[config.mk]
export PLATFORM = sky130hd
export DESIGN_NAME = adapter_in_high_perf
export DESIGN_NICKNAME = d
export VERILOG_FILES = /design/src/rtl/dilithium_io_pkg.sv /design/src/rtl/in_fifo.sv /design/src/rtl/adapter_in_high_perf.sv
export SDC_FILE = /design/constraint.sdc
export NUM_CORES = 1
export LEC_CHECK = 0
export BUFFER_PORTS_ARGS = -buffer_cell sky130_fd_sc_hd__buf_4
export CAP_MARGIN = 25
export CORE_MARGIN = 2
export CORE_UTILIZATION = 47
export DETAILED_ROUTE_END_ITERATION = 12
export GPL_TIMING_DRIVEN = 1
export PLACE_DENSITY = 0.67
export SLEW_MARGIN = 40
export SYNTH_ARGS = -nofsm -noshare
export SYNTH_HDL_FRONTEND = slang
export SYNTH_SLANG_ARGS = --single-unit
[constraint.sdc]
create_clock -name clk -period 6.81 [get_ports clk]
set_input_delay 1.0215 -clock clk [delete_from_list [all_inputs] [get_ports clk]]
set_output_delay 1.0215 -clock clk [all_outputs]
set_load 0.02 [all_outputs]
[src/rtl/dilithium_io_pkg.sv]
// Shared types and input-stream size table for the Dilithium I/O adapters.
// Sizes are in 64-bit words; MAX_IN_W covers the largest base plus a full 16-bit message length.
package dilithium_io_pkg;

  typedef enum logic [1:0] {
    KEYGEN = 2'd0,
    VERIFY = 2'd1,
    SIGN   = 2'd2
  } mode_t;

  typedef enum logic [1:0] {
    ST_IDLE  = 2'd0,
    ST_FILL  = 2'd1,
    ST_DRAIN = 2'd2,
    ST_DONE  = 2'd3
  } fsm_state_t;

  localparam int MAX_IN_W = 17;

  localparam logic [MAX_IN_W-1:0] KEYGEN_WORDS = 17'd4;
  localparam logic [MAX_IN_W-1:0] SK_WORDS_L2  = 17'd316;
  localparam logic [MAX_IN_W-1:0] SK_WORDS_L3  = 17'd500;
  localparam logic [MAX_IN_W-1:0] SK_WORDS_L5  = 17'd608;
  localparam logic [MAX_IN_W-1:0] VFY_WORDS_L2 = 17'd467;
  localparam logic [MAX_IN_W-1:0] VFY_WORDS_L3 = 17'd656;
  localparam logic [MAX_IN_W-1:0] VFY_WORDS_L5 = 17'd899;

  // Unknown security levels fall back to level 5; mode 3 has no payload.
  function automatic logic [MAX_IN_W-1:0] in_base_size(input logic [1:0] mode,
                                                       input logic [2:0] sec_lvl);
    logic [MAX_IN_W-1:0] size;
    size = '0;
    case (mode)
      KEYGEN: size = KEYGEN_WORDS;
      SIGN: begin
        case (sec_lvl)
          3'd2:    size = SK_WORDS_L2;
          3'd3:    size = SK_WORDS_L3;
          default: size = SK_WORDS_L5;
        endcase
      end
      VERIFY: begin
        case (sec_lvl)
          3'd2:    size = VFY_WORDS_L2;
          3'd3:    size = VFY_WORDS_L3;
          default: size = VFY_WORDS_L5;
        endcase
      end
      default: size = '0;
    endcase
    return size;
  endfunction

endpackage

[src/rtl/in_fifo.sv]
// Circular-buffer FIFO; a pushed word is visible at head one cycle later.
// Push is refused when full unless a pop happens in the same cycle; head reads 0 while empty.
module in_fifo #(
  parameter int WIDTH = 64,
  parameter int DEPTH = 16
) (
  input  logic             clk,
  input  logic             rst,
  input  logic             push,
  input  logic [WIDTH-1:0] push_data,
  input  logic             pop,
  output logic [WIDTH-1:0] head,
  output logic             full,
  output logic             empty
);

  localparam int AW = $clog2(DEPTH);
  localparam logic [AW:0]   FULL_CNT = (AW+1)'(DEPTH);
  localparam logic [AW:0]   ONE_CNT  = (AW+1)'(1);
  localparam logic [AW-1:0] ONE_PTR  = AW'(1);

  logic [WIDTH-1:0] mem [DEPTH];
  logic [AW-1:0]    wr_ptr;
  logic [AW-1:0]    rd_ptr;
  logic [AW:0]      count;
  logic             do_push;
  logic             do_pop;

  assign empty   = (count == '0);
  assign full    = (count == FULL_CNT);
  assign do_pop  = pop && !empty;
  assign do_push = push && (!full || do_pop);
  assign head    = empty ? '0 : mem[rd_ptr];

  always_ff @(posedge clk or posedge rst) begin
    if (rst) begin
      wr_ptr <= '0;
      rd_ptr <= '0;
      count  <= '0;
    end else begin
      if (do_push) wr_ptr <= wr_ptr + ONE_PTR;
      if (do_pop)  rd_ptr <= rd_ptr + ONE_PTR;
      case ({do_push, do_pop})
        2'b10:   count <= count + ONE_CNT;
        2'b01:   count <= count - ONE_CNT;
        default: count <= count;
      endcase
    end
  end

  always_ff @(posedge clk) begin
    if (do_push) mem[wr_ptr] <= push_data;
  end

endmodule

[src/rtl/adapter_in_high_perf.sv]
// Input stream adapter: admits exactly the mode/level/length word count through a FIFO to the core, 1+ cycle latency.
// Upstream is stalled when the FIFO is full or the count is reached; LAST_CHECK_EN adds a sticky TLAST check on err.
module adapter_in_high_perf
  import dilithium_io_pkg::*;
#(
  parameter int w     = 64,
  parameter int DEPTH = 16,
  parameter int MSG_W = 16
) (
  input  logic             clk,
  input  logic             rst,
  input  logic             start,
  input  logic [1:0]       mode,
  input  logic [2:0]       sec_lvl,
  input  logic [MSG_W-1:0] msg_len_words,
  input  logic             valid_i,
  output logic             ready_i,
  input  logic [w-1:0]     data_i,
  input  logic             last_i,
  output logic             dilithium_valid_i,
  input  logic             dilithium_ready_i,
  output logic [w-1:0]     dilithium_data_i,
  output logic             busy,
  output logic             done,
  output logic             err
);

  localparam logic [MAX_IN_W-1:0] ONE = MAX_IN_W'(1);

  fsm_state_t          state;
  logic [MAX_IN_W-1:0] in_rem;
  logic [MAX_IN_W-1:0] out_rem;
  logic [MAX_IN_W-1:0] in_rem_nxt;
  logic [MAX_IN_W-1:0] out_rem_nxt;
  logic [MAX_IN_W-1:0] total;
  logic                fifo_full;
  logic                fifo_empty;
  logic                push;
  logic                pop;

  always_comb begin
    total = in_base_size(mode, sec_lvl);
    if (mode == SIGN || mode == VERIFY) total = total + MAX_IN_W'(msg_len_words);
  end

  assign ready_i           = (state == ST_FILL) && !fifo_full && (in_rem != '0);
  assign push              = valid_i && ready_i;
  assign dilithium_valid_i = !fifo_empty;
  assign pop               = dilithium_valid_i && dilithium_ready_i;
  assign in_rem_nxt        = push ? in_rem - ONE : in_rem;
  assign out_rem_nxt       = (pop && out_rem != '0) ? out_rem - ONE : out_rem;
  assign busy              = (state != ST_IDLE);
  assign done              = (state == ST_DONE);

  always_ff @(posedge clk or posedge rst) begin
    if (rst) begin
      state   <= ST_IDLE;
      in_rem  <= '0;
      out_rem <= '0;
    end else begin
      in_rem  <= in_rem_nxt;
      out_rem <= out_rem_nxt;
      case (state)
        ST_IDLE: begin
          if (start) begin
            in_rem  <= total;
            out_rem <= total;
            state   <= (total == '0) ? ST_DONE : ST_FILL;
          end
        end
        // The drain-complete check also covers FILL, where it can only fire once in_rem is already 0.
        ST_FILL, ST_DRAIN: begin
          if (out_rem_nxt == '0)     state <= ST_DONE;
          else if (in_rem_nxt == '0) state <= ST_DRAIN;
        end
        ST_DONE: state <= ST_IDLE;
        default: state <= ST_IDLE;
      endcase
    end
  end

  in_fifo #(
    .WIDTH(w),
    .DEPTH(DEPTH)
  ) u_fifo (
    .clk      (clk),
    .rst      (rst),
    .push     (push),
    .push_data(data_i),
    .pop      (pop),
    .head     (dilithium_data_i),
    .full     (fifo_full),
    .empty    (fifo_empty)
  );

`ifdef LAST_CHECK_EN
  logic err_q;
  always_ff @(posedge clk or posedge rst) begin
    if (rst)                           err_q <= 1'b0;
    else if (state == ST_IDLE && start) err_q <= 1'b0;
    else if (push && (last_i != (in_rem == ONE))) err_q <= 1'b1;
  end
  assign err = err_q;
`else
  logic unused_last;
  assign unused_last = last_i;
  assign err         = 1'b0;
`endif

endmodule

==> impl_results.md <==
* Final Slew Violations at 0
* Period minus WS final at 4540 ps
* Clock tree from TritonCTS: done
* Synthesis-stage register bit count at 1073
* Cell count after synthesis at 2036
* Data required time of the worst path at 7380 ps
* Startpoint of the worst-slack reg-to-reg timing path: in_rem[0]$_DFF_PP0_
* Number of antenna violations at the first check in global routing at 8
* Most common library cell in the layout ignoring fill and taps: edfxtp_1
* Final Util at 54.3%
* Peak VDD IR at 0.386 mV
* Highest Clock Rate at 220 MHz
* Gpl congestion at 0.867
* Worst Hold Class: in2async
* Pleak at 15.9 nW
* Type of origin of the critical path: input pin
* Netlist area before placement at 43200 um^2
* Mean instance size in the synthesized netlist at 21.2 um^2
* Most area-consuming cells after synthesis: edfxtp_1 71%, mux4_2 17%, dfrtp_1 2.8%
* First-pass GRT wire length at 143 mm
* Largest net degree at the start of global routing at 96
* Final worst path period share at 66.6%
* Transition at the pin with the smallest max-transition slack at 840 ps
* Power share of the sequential group at 39.8%
* Setup TNS after final layout at 0 ps
* Wire per inst at 27.2 um
* Clock network power share at 28.8%
* Power per Cell Area at 409 nW/um^2
* Clock buffers created by TritonCTS at 108
* Number of nets in the final layout at 2364
* Net Count, Synth at 2157
* Prevailing post-synth register cell: edfxtp_1
* Post-synth EDFFs at 1024
* Psw at 6.08 mW
* Clock-pin transition on the worst setup and hold timing paths at 60 ps
* Max-Slew Margin vs Limit at 44.0%
* Post-synth top area share at 71.1%
* Yosys warning total at 0
* Number of nets with antenna violations after detailed routing at 0
* Row count at 111
* First-pass iteration count of the detailed router at 5
* Number of port buffers at 157
* Register-to-Register Path Depth at 10
* Clock Sinks at 1073
* Netlist cell types at 77
* Fraction of final layout cells sized beyond drive strength 1 at 30.7%
* Worst Skew at 32.2 ps
* Post-cts gate resize count at 0
* Initial Util at 47.3%
* Worst-case setup slack after placement at 1700 ps
* Sequential cell area fraction in the yosys report at 74.0%
* Max Buffers Root-to-Sink at 3
* Least setup slack across all paths after layout at 2270 ps
* Sw frac at 29.9%
* H-tree levels at 3
* Maximum capacitance violations at 0
* Setup fix buffers added after clock tree synthesis at 0
* Violation count after the first detailed-routing iteration at 2317
* Die H at 307 um
* Post-Layout Cell Count at 3517
* Vias in the first global route at 22100
* Synth area leader: edfxtp_1
* Post-synthesis async set-or-reset flop share at 4.57%
* All-Layer GR Usage at 20.5%
* Die area at 94400 um^2
* Data arrival time at the worst-slack endpoint at 5110 ps
* Clock insertion delay at the later pin of the skew report at 680 ps
* Kind of end point of the critical path: register
* Post-synthesis to final-layout area growth at 14.8%
* Power share of the combinational group at 31.3%
* Leading cell types in the layout, fill and taps excluded: 1024 x edfxtp_1, 320 x mux4_2, 182 x buf_4
* Total via count after detailed routing at 21000
* Final instance area at 49700 um^2
* Internal at 14.2 mW
* Core box area at 91400 um^2
* Result of the run: finished clean
* Final hold violation count at 0
* Placed standard-cell area at 46100 um^2
* Flop-to-flop setup slack at 2830 ps
* Mean number of vias per cell at 5.97
* Dpl cells at 3319
* Category of the most critical setup path: in2reg
* Cts hold-fix bufs at 0
* DRC violation count after routing at 0
* Worst-path maximum fanout at 8
* Endpoint of the worst register-to-register path: u_fifo.mem[1][16]$_DFFE_PP_
* Die Width at 307 um
* RSZ-0062 raised after global routing: no
* Clock Root Buffer: clkbuf_16
* Grt total ovfl at 0
* I/O pin count at 160
* Final routed wirelength across all metal layers at 95.8 mm
* Final count of negative-setup-slack endpoints at 0
* Post-detailed-placement half-perimeter wirelength at 52.9 mm
-- power groups by stage --
| stage | Sequential (mW) | Combinational (mW) | Clock (mW) |
|---|---|---|---|
| after detailed placement | 8.23 | 6.48 | 0 |
| final | 8.09 | 6.37 | 5.86 |
| after global routing | 8.14 | 6.83 | 6.23 |
| after floorplan | 7.99 | 4.55 | 0 |
| after global placement | 8.29 | 6.28 | 0 |
| after CTS | 8.09 | 6.51 | 5.97 |
-- metal layers --
layer | vias to the layer above | global-route usage [%] | routed length, um
li1 | 8955 | - | -
met1 | 11200 | 28.4 | 39900
met2 | 722 | 34.5 | 48700
met3 | 107 | 3.39 | 5780
met4 | 12 | 4.69 | 1410
met5 | - | 0 | 69
-- stage by stage --
stage | hold WS [ps] | power [mW]
6_report | 461 | 20.3
4_1_cts | 456 | 20.6
5_1_grt | 499 | 21.2
3_3_place_gp | 536 | 14.6
2_1_floorplan | 503 | 12.5
3_5_place_dp | 566 | 14.7
-- synthesized netlist by cell type (all sizes together) (3+ instances only) --
cell and count:
nand3b 5, nor2b 66, mux2i 7, ha 28, nor3 20, nor2 49, or4 5, a32oi 3
and4 6, nor4 13, a21oi 42, inv 30, or2 6, buf 26, a211o 3, nand2b 8
and3 5, edfxtp 1024, nand2 41, a31oi 4, nand4 14, o2111a 3, xor2 20, o211ai 7
o31ai 5, clkbuf 78, o2111ai 7, o22ai 3, and2 11, xnor2 25, a2111oi 5, a211oi 10
mux4 320, a21o 10, o21ai 18, nor4b 6, o31a 3, o21a 3, or3 7, dfrtp 49
nand3 14
-- worst max-delay path, cell delays in order --
cell and delay [ps]:
buf_4 100, ha_1 280, nand2b_1 160, a21o_1 190, inv_1 110, ha_1 250
fa_1 470, a21o_1 200, a211o_1 310, a31o_1 230, or4_1 530, a2111o_1 400
a2111oi_0 540, a22oi_1 140, mux2i_1 160
-- sequential cells by signal, summed over array words and instances, names as in the netlist --
signal,cells
u_fifo.rd_ptr,4
u_fifo.wr_ptr,4
out_rem,17
state,2
u_fifo.mem,1024
in_rem,17
u_fifo.count,5
-- cell type report --
| cell class | count | area, um^2 |
|---|---|---|
| repair buffers | 201 | 1750 |
| multi-input cells | 829 | 10800 |
| diodes | 2 | 5.00 |
| well taps | 1186 | 1480 |
| clock buffers | 138 | 2850 |
| fillers | 6902 | 41700 |
| clock inverters | 58 | 679 |
| flip-flops and latches | 1073 | 32000 |
| inverters | 30 | 115 |
-- how the worst max path moves through the flow --
stage	start	endpoint	slack (ps)
CTS	mode[1]	state[1]$_DFFE_PP0P_	2380
global route	mode[1]	state[1]$_DFFE_PP0P_	2060
detailed placement	mode[1]	state[1]$_DFFE_PP0P_	1700
finish	mode[1]	state[1]$_DFFE_PP0P_	2270
global placement	mode[1]	state[1]$_DFFE_PP0P_	1810
floorplan	mode[0]	state[1]$_DFFE_PP0P_	2360
-- cells by family (layout without fill, tap and decap cells) --
group	after synthesis	after routing	synth area share [%]
DFF	1073	1073	74.0
buffers and inverters	134	427	1.24
AOI/OAI and AO/OA	140	140	2.23
xor gates and xnor gates	45	45	0.912
and+or+nand+nor	285	285	3.89
adders and majority gates	30	30	0.903
other	1	3	0.00867
muxes	328	328	16.9
No activity file was read; power rests on OpenSTA's default activity.
